`config.mk`:
```
export PLATFORM = sky130hd
export DESIGN_NAME = icache_fill_ctrl
export DESIGN_NICKNAME = d
export VERILOG_FILES = /design/src/rtl/icache_fill_ctrl.sv
export SDC_FILE = /design/constraint.sdc
export NUM_CORES = 1
export LEC_CHECK = 0
export BUFFER_PORTS_ARGS = -buffer_cell sky130_fd_sc_hd__buf_2
export CAP_MARGIN = 10
export CORE_AREA = 10 10 131 133
export CTS_BUF_LIST = sky130_fd_sc_hd__clkbuf_4 sky130_fd_sc_hd__clkbuf_8
export DETAILED_ROUTE_END_ITERATION = 12
export DIE_AREA = 0 0 141 143
export MAX_ROUTING_LAYER = met4
export PLACE_DENSITY = 0.73
export SLEW_MARGIN = 15
export SYNTH_ARGS = -nofsm -noshare
export SYNTH_HDL_FRONTEND = slang
export SYNTH_SLANG_ARGS = --single-unit
export TNS_END_PERCENT = 20
```
`constraint.sdc`:
```
create_clock -name clk -period 1.9 [get_ports clk]
set_input_delay 0.19 -clock clk [delete_from_list [all_inputs] [get_ports clk]]
set_output_delay 0.19 -clock clk [all_outputs]
set_load 0.02 [all_outputs]
```
`src/rtl/icache_fill_ctrl.sv`:
```
// icache_fill_ctrl: two-way icache refill engine; fetches a line from L2 and writes the victim way's data and tag for one cycle
module icache_fill_ctrl #(
  parameter int TAG_W = 20,
  parameter int INDEX_W = 8
) (
  input  logic               clk,
  input  logic               rst,
  input  logic               miss_req,
  input  logic [31:0]        miss_addr,
  input  logic               valid0,
  input  logic               valid1,
  input  logic               lru,
  output logic               busy,
  output logic               l2_req,
  output logic [27:0]        l2_addr,
  input  logic               l2_ack,
  input  logic               l2_rvalid,
  input  logic [127:0]       l2_rdata,
  output logic               block0_we,
  output logic               block1_we,
  output logic [INDEX_W-1:0] index,
  output logic [127:0]       data_wd,
  output logic               tag_we0,
  output logic               tag_we1,
  output logic [TAG_W:0]     tag_wd,
  output logic               fill_done,
  output logic               fill_way
);
  typedef enum logic [2:0] {IDLE, REQ, WAIT, WRITE, DONE} state_t;
  state_t state;
  logic victim, go_write, unused_ok;
  assign victim = !valid0 ? 1'b0 : !valid1 ? 1'b1 : lru;
  // data may arrive with the ack itself, skipping WAIT
  assign go_write = (state == REQ && l2_ack && l2_rvalid) || (state == WAIT && l2_rvalid);
  assign unused_ok = ^miss_addr[3:0];
  always_ff @(posedge clk) begin
    if (rst) begin
      state <= IDLE;
      busy <= 1'b0;
      l2_req <= 1'b0;
      l2_addr <= '0;
      block0_we <= 1'b0;
      block1_we <= 1'b0;
      tag_we0 <= 1'b0;
      tag_we1 <= 1'b0;
      index <= '0;
      data_wd <= '0;
      tag_wd <= '0;
      fill_done <= 1'b0;
      fill_way <= 1'b0;
    end else begin
      block0_we <= 1'b0;
      block1_we <= 1'b0;
      tag_we0 <= 1'b0;
      tag_we1 <= 1'b0;
      fill_done <= 1'b0;
      if (go_write) begin
        state <= WRITE;
        l2_req <= 1'b0;
        data_wd <= l2_rdata;
        block0_we <= !fill_way;
        tag_we0 <= !fill_way;
        block1_we <= fill_way;
        tag_we1 <= fill_way;
      end else begin
        case (state)
          IDLE: if (miss_req) begin
            state <= REQ;
            busy <= 1'b1;
            l2_req <= 1'b1;
            l2_addr <= miss_addr[31:4];
            index <= miss_addr[4 +: INDEX_W];
            tag_wd <= {1'b1, miss_addr[31 -: TAG_W]};
            fill_way <= victim;
          end
          REQ: if (l2_ack) begin
            state <= WAIT;
            l2_req <= 1'b0;
          end
          WAIT: state <= WAIT;
          WRITE: begin
            state <= DONE;
            fill_done <= 1'b1;
          end
          DONE: begin
            state <= IDLE;
            busy <= 1'b0;
          end
          default: state <= IDLE;
        endcase
      end
    end
  end
endmodule

```
Word-level counts from Yosys, hierarchy flattened

Cells that the tools add are included.

Equal/unequal tests: 8
Muxes and demuxes: 11
Bitwise gates (word level): 1
Reduce and logical (&&, ||, !) cells: 15

Operators with widths:

| operator                                             | number |
|---|---|
| one-hot mux 3 bit (4 select lines)                   | 1 |
| AND reduction 3 bit                                  | 3 |
| equality test 3 x 2 -> 1 bit (second input constant) | 2 |
| 2-to-1 mux 3 bit                                     | 2 |
| inequality test 3 bit (second input constant)        | 2 |
| 2-to-1 mux 1 bit                                     | 5 |
| inequality test 2 bit (second input constant)        | 2 |
| one-hot mux 1 bit (2 select lines)                   | 2 |
| AND reduction 2 bit                                  | 2 |
| nonzero test 2 bit                                   | 2 |
| OR reduction 2 bit                                   | 2 |
| equality test 3 x 1 -> 1 bit (second input constant) | 1 |
| equality test 3 bit (second input constant)          | 1 |
| logical AND 1 bit                                    | 3 |
| logical NOT 3 bit                                    | 1 |
| 2-to-1 mux 2 bit                                     | 1 |
| logical NOT 1 bit                                    | 1 |
| logical OR 1 bit                                     | 1 |
| NOT 1 bit                                            | 1 |

Register bits: 194
Input bits: 168
Logic and storage cells: 47

Longest topological paths before layout

Word-level depth: 6
Mapped depth: 6

Worst setup path before layout

OpenSTA, ideal clock, no wires.

Path type: register to register
Start: register state[1]
End: register l2_addr[23]
Arrival: 1533 ps
Slack: 235 ps
Stages on the path, launching flop included: 7
Clock period less this slack: 1665 ps
Cell sequence: dfxtp_1 -> buf_2 -> or4b_2 -> buf_2 -> buf_6 -> nand2_1 -> a21oi_1

Word-level cells in the longest chain between the ends: 6

RTL lines:

| what                              | RTL line | text |
|---|---|---|
| start: declaration                | 30       | `state_t state;` |
| start signal: assignment          | 38       | `state <= IDLE;` |
| start signal: assignment          | 58       | `state <= WRITE;` |
| start signal: assignment          | 68       | `state <= REQ;` |
| equality test 3 x 1 -> 1 bit      | 34       | `assign go_write = (state == REQ && l2_ack && l2_rvalid) \|\| (state == WAIT && l2_rvalid);` |
| logical AND 1 bit (2 in series)   | 34       |  |
| logical OR 1 bit                  | 34       |  |
| NOT 1 bit (no line)               | -        |  |
| AND reduction 3 bit (no line) (*) | -        |  |
| end signal: assignment            | 71       | `l2_addr <= miss_addr[31:4];` |
| end: declaration                  | 15       | `output logic [27:0] l2_addr,` |

Every way passes the cells marked *; elsewhere a longest branch is shown, timed or not.
A chain may end at the register's enable or synchronous reset.

Final worst setup path

Start: register state[0]
End: register l2_addr[9]

The elaborated chain is that of the path after synthesis.

==> metrics.md <==
| Metric | Value |
|---|---|
| Number of nets with antenna violations after routing | `0` |
| Antenna violations before repair | `2` |
| Share of the clock period used by the worst path after layout | `94.47%` |
| Category of the worst setup path launch point | `flip-flop` |
| Met3 Use GR | `6.600%` |
| Post-detailed-routing wire length | `22,650 um` |
| Data arrival time of the critical path | `2.11 ns` |
| DP HPWL | `14,350 um` |
| Dominant combinational cell family by area after synthesis | `compound AO/OA/AOI/OAI gates` |
| Register clock-pin slew on the reported worst setup and hold paths | `0.09 ns` |
| Maximum number of pins on one net before global-route repair | `84` |
| Number of buffers created by CTS | `17` |
| Number of global-route vias before repair | `6,059` |
| Xor-xnor portion of the synthesized cell area | `0%` |
| Count of input and output buffers | `356` |
| Max-Slew Margin vs Limit | `71.17%` |
| Total DRC errors in the routed layout | `0` |
| Complex-gate fraction of the synthesized area | `24.23%` |
| Largest driver fanout on the critical path | `25` |
| Mean instance size in the synthesized netlist | `11.34 um^2` |
| Total congestion overflow after global routing | `0` |
| Post-synthesis share of cell area spent on and, or, nand and nor gates | `6.556%` |
| Share of post-route cells with drive strength above 1 | `42.57%` |
| Most used DFF post-synth | `sky130_fd_sc_hd__dfxtp_1` |
| Average via count per standard cell | `4.878` |
| Core footprint | `0.01442 mm^2` |
| Critical path endpoint category | `flip-flop` |
| IO Count | `361` |
| Power per standard cell area | `881.8 mW/mm^2` |
| TritonCTS clock tree | `done` |
| Signed area change from the synthesized netlist to the final layout | `71.63%` |
| Die height | `143 um` |
| Leakage power | `4.686 nW` |
| P_int | `5.983 mW` |
| Worst min-delay path class | `input pin to flip-flop` |
| Routed WL per cell | `19.39 um` |
| Cell Chain, Critical Path | `buf_4 > or4b_2 > buf_4 > nand2_1 > a21oi_1` |
| Count of flip-flops with a built-in enable after synthesis | `0` |
| Number of placed instances with taps included | `977` |
| Setup repair after global routing missed its margin | `no` |
| First DRT Iteration DRCs | `382` |
| Count of maximum capacitance violations | `0` |
| Adder and majority cell fraction of the synthesized area | `0%` |
| Number of hold-slack violations in the final timing report | `0` |
| Data required time of the critical path | `2.22 ns` |
| Post-CTS Setup Bufs | `0` |
| Net count reported at finish | `1,137` |
| Fraction of met1 tracks used by global routing | `23.05%` |
| Worst path slowest cell | `sky130_fd_sc_hd__or4b_2` |
| Std-Cell Rows | `44` |
| Max H-tree Level | `4` |
| Total via count in the routed design | `5,698` |
| Number of max-slew violations in the final report | `0` |
| Insertion delay of the later-clocked pin in the worst-skew pair | `0.45 ns` |
| Routability congestion estimate | `0.7966` |
| Clk buf depth | `2` |
| Number of warning messages in the yosys log | `0` |
| Mux share of post-synthesis cell area | `0.1827%` |
| Number of distinct library cells after synthesis | `26` |
| Switching fraction of total power | `27.84%` |
| Slew at the pin with the worst max-slew slack | `0.4313 ns` |
| Top Family by Delay on Critical Path | `simple AND/OR/NAND/NOR gates` |
| Count of buffer and inverter cells on the critical path | `2` |
| Initial DRT Pass Iterations | `4` |
| Fin crit period | `1.795 ns` |
| Portion of total power attributed to the clock network | `36.0%` |
| Setup TNS after final layout | `0 ns` |
| Die X | `141 um` |
| Most heavily used metal layer in global routing | `met2` |
| Library cell used as clock root buffer | `sky130_fd_sc_hd__clkbuf_8` |
| Highest achievable clock rate | `557.1 MHz` |
| Number of standard cells in the final layout excluding fillers | `1,168` |
| Post-synthesis cell count | `483` |
| Slack of the worst reg-to-reg path | `0.11 ns` |
| Most frequent CP cell | `sky130_fd_sc_hd__buf_4` |
| Number of failing setup endpoints in the final timing report | `0` |
| NetSw | `2.308 mW` |
| Syn Std Cell Area | `0.005478 mm^2` |
| Total global routing track utilization | `21.82%` |
| Type of the worst setup path | `flip-flop to flip-flop` |
| Met2 global-route usage | `37.44%` |
| Commonest non-fill, non-tap cells in the layout | `sky130_fd_sc_hd__buf_2 (356), sky130_fd_sc_hd__dfxtp_1 (165), sky130_fd_sc_hd__dlygate4sd3_1 (157)` |
| Sequential area share after synthesis | `60.67%` |
| Maximum vdd drop | `0.0005704 V` |
| Starting utilization of the core area | `37.98%` |
| Wire length of the first global-routing pass | `34,110 um` |
| Portion of total power attributed to combinational logic | `18.2%` |
| Fill cells | `1,047` |
| Setup clock skew after layout | `0.01086 ns` |
| Delay of the slowest cell on the worst path | `0.68 ns` |
| Most common library cell in the layout ignoring fill and taps | `sky130_fd_sc_hd__buf_2` |
| Synth Net Count | `651` |
| FFs w/ async S/R, synth | `0%` |
| FF+latch count, synth | `166` |
| Die Area | `0.02016 mm^2` |
| Flop pwr share | `45.8%` |
| Sink count of the clock tree | `166` |
| Outcome | `finished, final reports clean` |
power groups by stage:
stage / combinational, mW / sequential [mW] / clock [mW]
finish: 1.51 / 3.79 / 2.98
global route: 1.60 / 3.82 / 3.20
detailed placement: 1.23 / 3.86 / 0
CTS: 1.49 / 3.78 / 3.04
floorplan: 0.499 / 4.08 / 0
global placement: 1.22 / 3.86 / 0
state kept, by name, indices dropped and copies added (netlist names):
| signal | count |
|---|---|
| fill_way | 1 |
| tag_we1 | 1 |
| tag_wd | 2 |
| busy | 1 |
| l2_req | 1 |
| data_wd | 128 |
| fill_done | 1 |
| tag_we0 | 1 |
| state | 3 |
| l2_addr | 27 |
synthesized netlist by cell type, drive strengths merged, types with 2 or more instances:
| cell type | n | area (um^2) |
|---|---|---|
| a211oi | 2 | 15.01 |
| a21oi | 30 | 150.1 |
| a22o | 128 | 1121 |
| buf | 62 | 416.7 |
| clkbuf | 9 | 33.78 |
| dfxtp | 166 | 3323 |
| inv | 2 | 7.510 |
| nand2 | 58 | 217.7 |
| nand2b | 2 | 12.51 |
| nor2 | 4 | 15.01 |
| nor2b | 2 | 12.51 |
| nor3 | 4 | 20.02 |
| nor3b | 2 | 15.01 |
| nor4bb | 2 | 20.02 |
what timing repair did:
item                                    4_1_cts  5_1_grt
endpoints found under the hold margin       157        0
endpoints found under the setup margin        0       21
gates resized for setup                       0        1
hold buffers                                157        0
per-stage QoR:
stage                     power (mW)  instance area, um^2  util [%]  setup slack [ns]  hold slack (ns)
after floorplan                4.578                 5478         -            0.2352           0.3226
after global placement         5.071                 7346     50.93            0.1628           0.4040
after detailed placement       5.085                 7346     50.93            0.1096           0.4099
after CTS                      8.315                 9395     65.14           0.08494         0.002729
after global routing           8.619                 9402     65.18           0.04165         0.008719
final                          8.291                 9402     65.18            0.1050          0.03836
final timing paths:
kind / startpoint / end / cells after the start
max: state[0] / l2_addr[9] / 5
min: rst / fill_done / 2
max reg2reg: state[0] / l2_addr[9] / 5
min reg2reg: l2_addr[19] / l2_addr[19] / 2
layout make-up:
cell class | instances | area, um^2 | share of cell area (%)
diodes | 2 | 5.005 | 0.05323
clock buffers | 17 | 234.0 | 2.489
clock inverters | 15 | 244.0 | 2.595
inverters | 2 | 7.507 | 0.07985
multi-input cells | 244 | 1715 | 18.25
flip-flops and latches | 166 | 3324 | 35.36
well taps | 184 | 230.2 | 2.449
repair buffers | 538 | 3641 | 38.73
layer usage:
metal | part of all wire [%] | routed length [um]
met5 | 0 | 0
met4 | 2.3 | 519
met3 | 7.0 | 1590
met2 | 53 | 11940
met1 | 38 | 8598
kinds of logic after synthesis:
kind of cell	count (synthesis)
compound gates	163
buf+inv	73
flops	166
mux	1
simple gates	80
No activity file was read; power rests on OpenSTA's default activity.
